[src/rtl/stall_control_block.sv]
// Hazard/stall generator for the 16-bit MIPS decode stage: halt, load-use and jump stalls.
// Optional saturating stall counter enabled by defining STALL_CNT_EN.
module stall_control_block #(
  parameter logic [5:0] OP_HLT = 6'b010001,
  parameter logic [5:0] OP_LD  = 6'b010100,
  parameter logic [5:0] OP_JMP = 6'b011110
) (
  input  logic        clk,
  input  logic        reset,
  input  logic [5:0]  op,
  output logic        stall,
`ifdef STALL_CNT_EN
  output logic [15:0] stall_cnt,
`endif
  output logic        stall_pm
);

  logic hlt;
  logic ld;
  logic jmp;

  logic ld_q,       ld_d;
  logic jmp1_q,     jmp1_d;
  logic jmp2_q,     jmp2_d;
  logic stall_pm_q, stall_pm_d;

  // A load stalls once; a jump stalls twice, suppressed while its history reaches the second stage.
  always_comb begin
    hlt        = (op == OP_HLT);
    ld         = (op == OP_LD) & ~ld_q;
    jmp        = (op == OP_JMP) & ~jmp2_q;
    stall      = reset & (hlt | ld | jmp);
    ld_d       = ld;
    jmp1_d     = jmp;
    jmp2_d     = jmp1_q;
    stall_pm_d = stall;
  end

  always_ff @(posedge clk) begin
    if (!reset) begin
      ld_q       <= 1'b0;
      jmp1_q     <= 1'b0;
      jmp2_q     <= 1'b0;
      stall_pm_q <= 1'b0;
    end else begin
      ld_q       <= ld_d;
      jmp1_q     <= jmp1_d;
      jmp2_q     <= jmp2_d;
      stall_pm_q <= stall_pm_d;
    end
  end

  assign stall_pm = stall_pm_q;

`ifdef STALL_CNT_EN
  logic [15:0] stall_cnt_q, stall_cnt_d;

  // Saturates at all-ones rather than wrapping.
  always_comb begin
    stall_cnt_d = stall_cnt_q;
    if (stall && (stall_cnt_q != 16'hFFFF)) begin
      stall_cnt_d = stall_cnt_q + 16'd1;
    end
  end

  always_ff @(posedge clk) begin
    if (!reset) begin
      stall_cnt_q <= 16'd0;
    end else begin
      stall_cnt_q <= stall_cnt_d;
    end
  end

  assign stall_cnt = stall_cnt_q;
`endif

endmodule

[config.mk]
export PLATFORM = sky130hd
export DESIGN_NAME = stall_control_block
export DESIGN_NICKNAME = d
export VERILOG_FILES = /design/src/rtl/stall_control_block.sv
export SDC_FILE = /design/constraint.sdc
export NUM_CORES = 1
export LEC_CHECK = 0
export CAP_MARGIN = 5
export CORE_AREA = 4 4 41 43
export CTS_CLUSTER_DIAMETER = 150
export DETAILED_ROUTE_END_ITERATION = 16
export DIE_AREA = 0 0 45 47
export PLACE_DENSITY_LB_ADDON = 0.25
export SLEW_MARGIN = 0
export SYNTH_ARGS = -nofsm -noshare
export SYNTH_HDL_FRONTEND = slang
export SYNTH_SLANG_ARGS = --single-unit
[constraint.sdc]
create_clock -name clk -period 0.9 [get_ports clk]
set_input_delay 0.135 -clock clk [delete_from_list [all_inputs] [get_ports clk]]
set_output_delay 0.135 -clock clk [all_outputs]
set_load 0.01 [all_outputs]
* Word-level counts from Yosys, hierarchy flattened *
Index checks and enable logic that the tools add are counted.

cells by class
  bitwise logic cells = 7
  eq/ne operators = 3

operator list
  operator              number
  $eq A6 B5 Y1 const B  3
  $and A1 B1 Y1         3
  $not A1 Y1            2
  $or A1 B1 Y1          2

storage, ports and cells
  input port bits = 8
  register bits = 4
  logic and storage cells = 14
  output and inout port bits = 2

* Longest topological paths before layout *
  depth after elaboration = 5
  depth in mapped cells = 3
  mapped depth without buffers = 3

* Worst setup path after synthesis *
No wires, ideal clock.

  path type = flip-flop to output port
  start = reg jmp2_q
  end = out stall
  data arrival time = 0.738 ns
  data required time = 0.765 ns
  stages on the path, launching flop included = 3
  path slack = 0.027 ns
  cells stage by stage = dfxtp_1 > nor4_4 > a21o_1

on the way
  word-level cells in the longest chain between the ends = 4

ends and longest elaborated chain
  item                    RTL line  text
  from (decl)             24        logic jmp2_q, jmp2_d;
  from (signal assigned)  48        jmp2_q <= jmp2_d;
  $not A1 Y1              31        jmp = (op == OP_JMP) & ~jmp2_q;
  $and A1 B1 Y1           31
  $or A1 B1 Y1            32        stall = reset & (hlt | ld | jmp);
  $and A1 B1 Y1           32
  to (decl)               11        output logic stall,

No other way between the ends.

* Final worst setup path *
  start = reg ld_q
  end = out stall

on the way
  word-level cells in the longest chain between the ends = 5

ends and longest elaborated chain
  item                        RTL line  text
  from (decl)                 22        logic ld_q, ld_d;
  from (signal assigned)      46        ld_q <= ld_d;
  $not A1 Y1                  30        ld = (op == OP_LD) & ~ld_q;
  $and A1 B1 Y1               30
  $or A1 B1 Y1 (2 in series)  32
  $and A1 B1 Y1               32

No other way between the ends.

==> results.md <==
- Outcome: complete, but fails checks
- Sequential share of the synthesized area: 42.1%
- Overall Global Routing Usage: 5.37%
- Vias in the first global route: 187
- Warnings from Yosys: 0
- Worst Hold Depth: 2
- Critical path class: reg -> out
- DR pass1 iterations: 2
- Final wirelength: ~400 um
- DRT antenna net count: 0
- Initial Util: 14.6%
- Clock H-tree levels: 1
- Skew final: around 3.8 ps
- Pwr Total: 0.000456 W
- Final Max Slew Viols: 0
- Non-filler cells in the finished layout: 45
- Async set-or-reset flop fraction in the synthesized netlist: 0%
- Cell Area, Synth: 190 um^2
- Number of remaining DRC errors: 0
- Fmax: ~0.94 GHz
- Post-synth EDFFs: 0
- Min setup slack post-route: -165 ps
- Clock Latency Late Sink: between 200 and 250 ps
- Worst-case headroom to the max-slew limit: between 80% and 90%
- Critical Path AT: around 930 ps
- Vias per cell: between 3 and 4
- Slew @ Worst Pin: between 200 and 250 ps
- Setup crit start kind: flop
- Std cell rows: 13
- RSZ-0062 raised after global routing: yes
- Crit-path max FO: 2
- Layout Area Growth over Synthesis: 61.2%
- Vias after detailed routing: 165
- Worst path required time: 760 ps
- Static Leakage: approximately 0.16 nW
- Worst hold slack: 165 ps
- Largest buffer count on any clock path: 2
- Top cells by count, synth: dfxtp_1 (4), a21o_1 (2), nor3_1 (2)
- Minimum clock period: about 1100 ps
- Violated checks: negative setup slack
- IO Pins: 10
- Share of cells above drive strength 1: 73.3%
- Worst hold endpoint: jmp2_q
- Top-count cell post-synth: dfxtp_1
- Largest net degree at the start of global routing: 4
- CTS buffer count: 3
- Synth unique cells: 11
- R2R Path Start: ld_q
- 1st-iter DRT viols: 1
- Top FF cell, synth: dfxtp_1
- Final Cycle Share: 118%
- Synth Instances: 16
- Avg Cell Area, Syn: between 10 and 15 um^2
- Core area: 0.00130 mm^2
- ANT cells: 0
- WL/cell: about 8.8 um
- Post-DP HPWL: 295 um
- Congestion Overflow GR: 0
- # port buffers: 9
- Global-route wire length before repair: between 700 and 800 um
- Peak supply drop: 0.000622 V
- R2r worst-path depth: 2
- Clock sink total: 4
- Hold crit path type: in -> reg
- Synthesized flop and latch total: 4
- Die X: around 45 um
- NumNets Final: 40
- Endpoints failing setup: 1
- Initial antenna violation count: 0
- Top-area cell type share of the netlist area: 42.1%
- Maxcap violations: 0
- Hold path startpoint: reset
- PD cells: about 1500 mW/mm^2
- Largest cells by area after synthesis: dfxtp_1 (42%), nor4_4 (11%), nand3b_4 (11%)
- Final hold violation count: 0
- Worst reg2reg path endpoint: ld_q
- Inst Count DP: 40
- Syn Nets: 24
- CP endpoint kind: output pin
- Area leader, netlist: dfxtp_1
- Die height: 47 um
- Clock slew seen by the registers of the worst setup and hold paths: 40 ps
- Routability-driven placement congestion ratio: 0.582
- CTS Hold Buffers Added: 0
- Die ar.: 0.00212 mm^2
- Worst R2R Setup Slack: ~90 ps
- CTS tree: done
- Root buffer cell: clkbuf_4
==> layout make-up <==
cell class,count,area (um^2)
Fill cell,157,995
Multi-Input combinational cell,12,124
Sequential cell,4,81.3
Timing Repair Buffer,11,60.1
Clock buffer,3,22.5
Tap cell,15,18.8
==> through the flow <==
step                area, um^2  setup slack (ps)  TNS (ps)  utilization [%]
floorplan                  190              26.5         0                -
CTS                        325              -313      -313             25.0
finish                     307              -165      -165             23.6
global route               307              -237      -237             23.6
global placement           299              -930     -1790             23.0
detailed placement         299              -944     -1830             23.0
==> timing repair <==
item | CTS | global route
setup endpoints to repair | 5 | 2
pin swaps | 2 | 3
gates resized for setup | 21 | 14
buffers inserted | 1 | 1
==> placed cells by master, fill, tap and decap left out <==
cell,n
nor4_4,1
or2b_4,1
nor3_1,1
buf_4,2
a21o_1,2
nand3b_4,1
o21ai_2,1
nand2_2,1
buf_2,2
or3_1,1
clkbuf_2,7
and2_1,1
dfxtp_1,3
dfxtp_2,1
clkbuf_4,3
nand2b_4,1
nor3_2,1
==> power breakdown <==
part	leakage (nW)	internal (W)	switching, W
Clock	0.0138	0.000149	0.0000662
Combinational	0.114	0.0000336	0.0000270
Sequential	0.0328	0.000180	0.000000542
==> cells by family after synthesis <==
logic type / share of synthesized area (%)
compound gates: 10.5
simple gates: 47.4
flops: 42.1
==> worst max-delay path: stages (launching register included) <==
cell and delay, ps:
dfxtp_1 330, o21ai_2 70, a21o_1 180, buf_2 130
==> state kept, by name, indices dropped and copies added, names as in the netlist <==
signal,flops
jmp1_q,1
jmp2_q,1
ld_q,1
stall_pm,1
==> metal layers <==
layer | vias to the layer above | wire (um) | track usage [%]
li1 | 87 | - | -
met5 | - | 0 | 0
met1 | 70 | 202 | 4.99
met3 | 0 | 55 | 4.98
met4 | 0 | 0 | 5.26
met2 | 8 | 140 | 6.78
==> worst max path at each step <==
stage / to / slack (ps) / from / depth (start not counted)
detailed placement: stall / -940 / op[2] / 5
finish: stall / -170 / ld_q / 3
CTS: stall / -310 / jmp2_q / 3
global route: stall / -240 / jmp2_q / 3
floorplan: stall / 30 / jmp2_q / 2
global placement: stall / -930 / op[2] / 5
(Power assumes the default switching activity.)
==> variant, RTL diff (config.mk and constraints unchanged) <==
Build with the macro `STALL_CNT_EN` defined.
--- a/src/rtl/stall_control_block.sv
+++ b/src/rtl/stall_control_block.sv
@@ -1,5 +1,7 @@
 // Hazard/stall generator for the 16-bit MIPS decode stage: halt, load-use and jump stalls.
 // Optional saturating stall counter enabled by defining STALL_CNT_EN.
+`define STALL_CNT_EN
+
 module stall_control_block #(
   parameter logic [5:0] OP_HLT = 6'b010001,
   parameter logic [5:0] OP_LD  = 6'b010100,
Formal check against the unedited RTL (old outputs only; new: stall_cnt): equivalent (Yosys induction, for registers that start in step).
==> variant against the unedited design <==
  * The flow now stops in global placement without I/O
  * Synthesized area grew to 5.5 times the old value
==> variant: results (changes against the unedited design) <==
| Metric | Value |
|---|---|
| Outcome | aborted with a tool error (was finished with violations) |
| Last stage | global placement without I/O |
| Err | [ERROR FLW-0024] Place density exceeds 1.0 (current PLACE_DENSITY_LB_ADDON =  0.25). Please check if the value of  PLACE_DENSITY_LB_ADDON is between 0 and 0.99. |
| FP Rows | 13 (unchanged) |
| Post-synthesis mux area share | 0.0288 (was 0) |
| Syn nets | 127 (was 24) |
| Most frequent cells after synthesis | dfxtp_1, a21oi_1, nand2_1 (was dfxtp_1, a21o_1, nor3_1) |
| Synth top area cells | dfxtp_1, o31ai_1, a21oi_1, or4_1, nand2_1 (was dfxtp_1, nor4_4, nand3b_4, a21o_1, nand2b_4) |
| Flops & latches, synth | 20 (was 4) |
| Register area share after synthesis | 0.385 (was 0.421) |
| Synth Area in Compound Gates | 0.177 (was 0.105) |
| Post-synth ARST share | 0 (unchanged) |
| Synth Area in XOR/XNOR | 0.0168 (was 0) |
| Distinct cells, synth | 40 (was 11) |
| Synthesis Warnings | 0 (unchanged) |
| Mean Syn Cell Area | 8.82 um^2 (was 11.9 um^2) |
| Post-Synth Adder-Cell Area | 0.0120 (was 0) |
## variant: logic make-up after synthesis
logic type,after synthesis
XOR/XNOR,2
flip-flops,20
adder cells (fa/ha/maj),1
buffers and inverters,9
multiplexers,3
AO/OA/AOI/OAI,28
AND/OR/NAND/NOR,55
